<file path="config.mk">
export PLATFORM = sky130hd
export DESIGN_NAME = vend_dispenser
export DESIGN_NICKNAME = d
export VERILOG_FILES = /design/src/rtl/vend_dispenser.sv
export SDC_FILE = /design/constraint.sdc
export NUM_CORES = 1
export LEC_CHECK = 0
export CORE_MARGIN = 3
export CORE_UTILIZATION = 25
export DETAILED_ROUTE_END_ITERATION = 8
export PLACE_DENSITY = 0.52
export REMOVE_ABC_BUFFERS = 1
export SYNTH_ARGS = -nofsm -noshare
export SYNTH_HDL_FRONTEND = slang
export SYNTH_SLANG_ARGS = --single-unit
</file>
<file path="constraint.sdc">
create_clock -name clk -period 2.8 [get_ports clk]
set_clock_uncertainty 0.2 [all_clocks]
set_input_delay 0.56 -clock clk [delete_from_list [all_inputs] [get_ports clk]]
set_output_delay 0.56 -clock clk [all_outputs]
set_load 0.01 [all_outputs]
</file>
<file path="src/rtl/vend_dispenser.sv">
// Vend back end: one motor run per product, then one hopper handshake per Rs.5 coin of change.
// Define VEND_DISPENSER_AUDIT_EN to build the saturating vend/coin audit counters; otherwise they read 0.
module vend_dispenser #(
   parameter int MOTOR_TIMEOUT = 16,
   parameter int COIN_TIMEOUT  = 8
) (
   input  logic       clk,
   input  logic       rst,
   input  logic [2:0] prd,
   input  logic [1:0] chng,
   input  logic       item_sensor,
   input  logic       coin_ack,
   output logic       motor_en,
   output logic [2:0] motor_sel,
   output logic       coin_req,
   output logic       busy,
   output logic       done,
   output logic       fault,
   output logic [7:0] vend_count,
   output logic [7:0] coin_count
);

   localparam int MW = $clog2(MOTOR_TIMEOUT + 1);
   localparam int CW = $clog2(COIN_TIMEOUT + 1);

   localparam logic [2:0] S_IDLE  = 3'd0;
   localparam logic [2:0] S_VEND  = 3'd1;
   localparam logic [2:0] S_COIN  = 3'd2;
   localparam logic [2:0] S_GAP   = 3'd3;
   localparam logic [2:0] S_DONE  = 3'd4;
   localparam logic [2:0] S_FAULT = 3'd5;

   logic [2:0]    state, state_nxt;
   logic          prd_prev;
   logic [1:0]    coins_left;
   logic [MW-1:0] m_cnt;
   logic [CW-1:0] c_cnt;
   logic          trigger, m_timeout, c_timeout;

   // Only a 0 -> nonzero transition of prd starts a vend, so a held code never retriggers.
   assign trigger   = (prd != 3'b000) && !prd_prev;
   assign m_timeout = m_cnt >= MW'(MOTOR_TIMEOUT);
   assign c_timeout = c_cnt >= CW'(COIN_TIMEOUT);

   // NOTE: state_nxt takes a default before the case so no path leaves it unassigned (no latch).
   always_comb begin
      state_nxt = state;
      case (state)
         S_IDLE:  if (trigger) state_nxt = S_VEND;
         S_VEND: begin
            if (item_sensor)    state_nxt = (coins_left != 2'd0) ? S_COIN : S_DONE;
            else if (m_timeout) state_nxt = S_FAULT;
         end
         S_COIN: begin
            if (coin_ack)       state_nxt = (coins_left != 2'd1) ? S_GAP : S_DONE;
            else if (c_timeout) state_nxt = S_FAULT;
         end
         S_GAP:   state_nxt = S_COIN;
         S_DONE:  state_nxt = S_IDLE;
         S_FAULT: state_nxt = S_FAULT;
         default: state_nxt = S_IDLE;
      endcase
   end

   // NOTE: registers use non-blocking assignments so every flop samples pre-edge values.
   always_ff @(posedge clk or posedge rst) begin
      if (rst) begin
         state      <= S_IDLE;
         prd_prev   <= 1'b0;
         motor_sel  <= 3'b000;
         coins_left <= 2'd0;
         m_cnt      <= '0;
         c_cnt      <= '0;
      end else begin
         state    <= state_nxt;
         prd_prev <= |prd;
         if (state == S_IDLE && trigger) begin
            motor_sel  <= prd;
            coins_left <= chng;
         end else if (state == S_COIN && coin_ack && coins_left != 2'd0) begin
            coins_left <= coins_left - 2'd1;
         end
         // Counters run only while in their state, so each entry starts from zero.
         m_cnt <= (state == S_VEND) ? m_cnt + MW'(1) : '0;
         c_cnt <= (state == S_COIN) ? c_cnt + CW'(1) : '0;
      end
   end

`ifdef VEND_DISPENSER_AUDIT_EN
   always_ff @(posedge clk or posedge rst) begin
      if (rst) begin
         vend_count <= 8'd0;
         coin_count <= 8'd0;
      end else begin
         if (state == S_DONE && vend_count != 8'hFF)
            vend_count <= vend_count + 8'd1;
         if (state == S_COIN && coin_ack && coin_count != 8'hFF)
            coin_count <= coin_count + 8'd1;
      end
   end
`else
   assign vend_count = 8'd0;
   assign coin_count = 8'd0;
`endif

   assign motor_en = (state == S_VEND);
   assign coin_req = (state == S_COIN);
   assign done     = (state == S_DONE);
   assign fault    = (state == S_FAULT);
   assign busy     = (state == S_VEND) || (state == S_COIN) ||
                     (state == S_GAP)  || (state == S_DONE);

endmodule

</file>
==> flow_summary.toml <==
[power]
power_density_nw_per_um2 = 861
power_leakage_nw = 0.588
peakVddDrop_mv = 0.179

[synthesis]
syn-mean-instance-area_sq_um = 10.0
synth-adder-area-share = 0.0590
synth_xor_area_frac = 0.0413
yosys_warnings = 0
netlist_instances = 106
synth_top_family_by_area = "simple AND/OR/NAND/NOR gates"
ys_seq_area_frac = 0.425
synth_area_sq_um = 1060
synth_enable_flop_cells = 0
yosysUniqueCellTypes = 31
synth-compound-area-share = 0.0673
synth_seq_cells = 18
synthFlopType = "dfrtp_1"
async_reset_ff_frac = 1.00
synthSimpleGateAreaFrac = 0.185
synth_mux_area_frac = 0.0519

[clocking]
numCtsBuffers = 3
ctsHoldBuffers = 0
cts_root_buf = "clkbuf_8"
cts_setup_buffers = 0
clk_pin_slew_ns = 0.07
cts_tree = "done"
clock_path_buffers = 2
postCtsResizedCells = 0
htreeDepth = 1
clk_latency_ns = 0.25
clkSinkCount = 18

[critical_path]
cp-startpoint = "state[2]$_DFFE_PP0P_"
critPathCaptureType = "output port"
r2r_cells = 3
crit_type = "reg2out"
worst_ep_required_time_ns = 2.04
reg2reg_slack_ns = 0.82
worstSetupEndpoint = "busy"
arrival_ns = 1.78
r2r_start = "state[2]$_DFFE_PP0P_"
crit_fanout = 10
reg2reg_to = "motor_sel[1]$_DFFE_PP0P_"
startpoint_type = "register"

[die]
core_area_sq_um = 4060
die_w_microns = 71.1
die_area_sq_um = 5060
initial_core_util = 0.261
pin_count = 33
die_height_microns = 71.1
std_cell_rows = 23

[finish]
fin_nets = 139
final_common_cell = "dfrtp_1"
drive_gt1_frac = 0.0887
area_delta_synth_final_pct = 19.1
diodes = 0
mostFrequentLayoutCells = "dfrtp_1 (18), conb_1 (16), clkdlybuf4s50_1 (16), nor2_1 (9), inv_1 (8)"
final_area_sq_um = 1260

[global_route]
grt_pass1_wl_mm = 3.31
grt_pass1_vias = 727
track_usage = 0.0838
grt_start_max_net_pins = 19
grt_antenna_before_repair = 0
gr-total-overflow = 0

[timing]
rsz0062_at_grt = "no"
slew_violations = 0
tightest_slew_ns = 0.702
fin_setup_tns_ns = 0
hold_viol_final = 0
setup_violations = 0
period_share = 0.907
fin_crit_ns = 2.54
max_slew_margin = 0.531
timing.fmax_ghz = 0.394

[detailed_routing]
antenna_left = 0
drc = 0
via_per_inst = 4.19
dr.first_iter.drc_count = 14
avgRoutedWirePerCell_microns = 10.9
vias = 729
drtPass1Iterations = 4
routed_wl_mm = 1.90

[status]
status = "finished clean"

[placement]
dpl_cell_area_sq_um = 1210
place_congestion = 0.738
dp_hpwl_mm = 1.48
portBuffers = 16

[min_path]
hold_path_depth = 1
hold_class = "reg2reg"

[job]
cap_viol_max_count = 0
per-layer routing:
metal / wire length, microns / share of wire / vias to the layer above / track usage
met5: 0 / 0 / - / 0
met4: 41 / 0.022 / 0 / 0.0501
met3: 132 / 0.070 / 2 / 0.0170
met2: 927 / 0.49 / 26 / 0.133
met1: 798 / 0.42 / 349 / 0.105
li1: - / - / 352 / -
cells in the mapped netlist, types with 2 or more instances:
master,n,area share
and2_1,3,0.018
dfrtp_1,18,0.43
mux2_4,3,0.042
buf_4,16,0.11
xor2_1,3,0.025
ha_1,5,0.059
nand2b_1,6,0.035
inv_1,8,0.028
or3_1,3,0.018
buf_6,2,0.021
nor4_1,2,0.012
nor2b_1,2,0.012
o21ai_0,4,0.019
nand3_1,4,0.019
xnor2_1,2,0.017
nor2_1,9,0.032
a31oi_1,2,0.012
worst min-delay path by stage:
stage | slack (ns) | end | startpoint
after floorplan | 0.23 | m_cnt[0]$_DFF_PP0_ | m_cnt[0]$_DFF_PP0_
after global placement | 0.25 | m_cnt[0]$_DFF_PP0_ | m_cnt[0]$_DFF_PP0_
after detailed placement | 0.26 | m_cnt[0]$_DFF_PP0_ | m_cnt[0]$_DFF_PP0_
after CTS | 0.27 | m_cnt[0]$_DFF_PP0_ | m_cnt[0]$_DFF_PP0_
after global routing | 0.29 | m_cnt[0]$_DFF_PP0_ | m_cnt[0]$_DFF_PP0_
final | 0.26 | m_cnt[0]$_DFF_PP0_ | m_cnt[0]$_DFF_PP0_
area by class of cell:
| class | count | area (sq um) |
|---|---|---|
| Clock buffer | 4 | 55.1 |
| Fill cell | 429 | 2800 |
| Inverter | 8 | 30.0 |
| Sequential cell | 18 | 450 |
| Multi-Input combinational cell | 76 | 489 |
| Timing Repair Buffer | 18 | 175 |
| Tap cell | 50 | 62.6 |
report_power, final:
group          leakage, nW  switching (mW)  internal (mW)
combinational        0.329           0.202          0.260
sequential           0.230          0.0793          0.338
clock               0.0288          0.0828          0.125
total                0.588           0.364          0.723
worst max-delay path, stage by stage, from the launching register on:
cell and delay [ns]:
dfrtp_1 0.46, or3_4 0.43, and2_1 0.17, clkdlybuf4s50_1 0.47
per-stage QoR:
step	total power [mW]	hold slack (ns)	std cells	util	setup WS [ns]
3_3_place_gp	0.880	0.246	170	0.298	0.535
2_1_floorplan	0.686	0.233	102	-	0.931
5_1_grt	1.19	0.285	174	0.311	0.139
3_5_place_dp	0.890	0.256	170	0.298	0.526
6_report	1.09	0.260	174	0.311	0.259
4_1_cts	1.11	0.266	174	0.311	0.247
flip-flops by register name, indices dropped and copies added, names as in the netlist:
register and cells:
coins_left 2, c_cnt 4, motor_sel 3, m_cnt 5, prd_prev 1, state 3
kinds of logic after synthesis:
logic type / after synthesis
AO/OA/AOI/OAI: 11
other: 1
multiplexers: 4
XOR/XNOR: 5
AND/OR/NAND/NOR: 35
flip-flops: 18
buffers and inverters: 27
adder cells (fa/ha/maj): 5
Note: power is estimated with default switching activity, not from simulation.
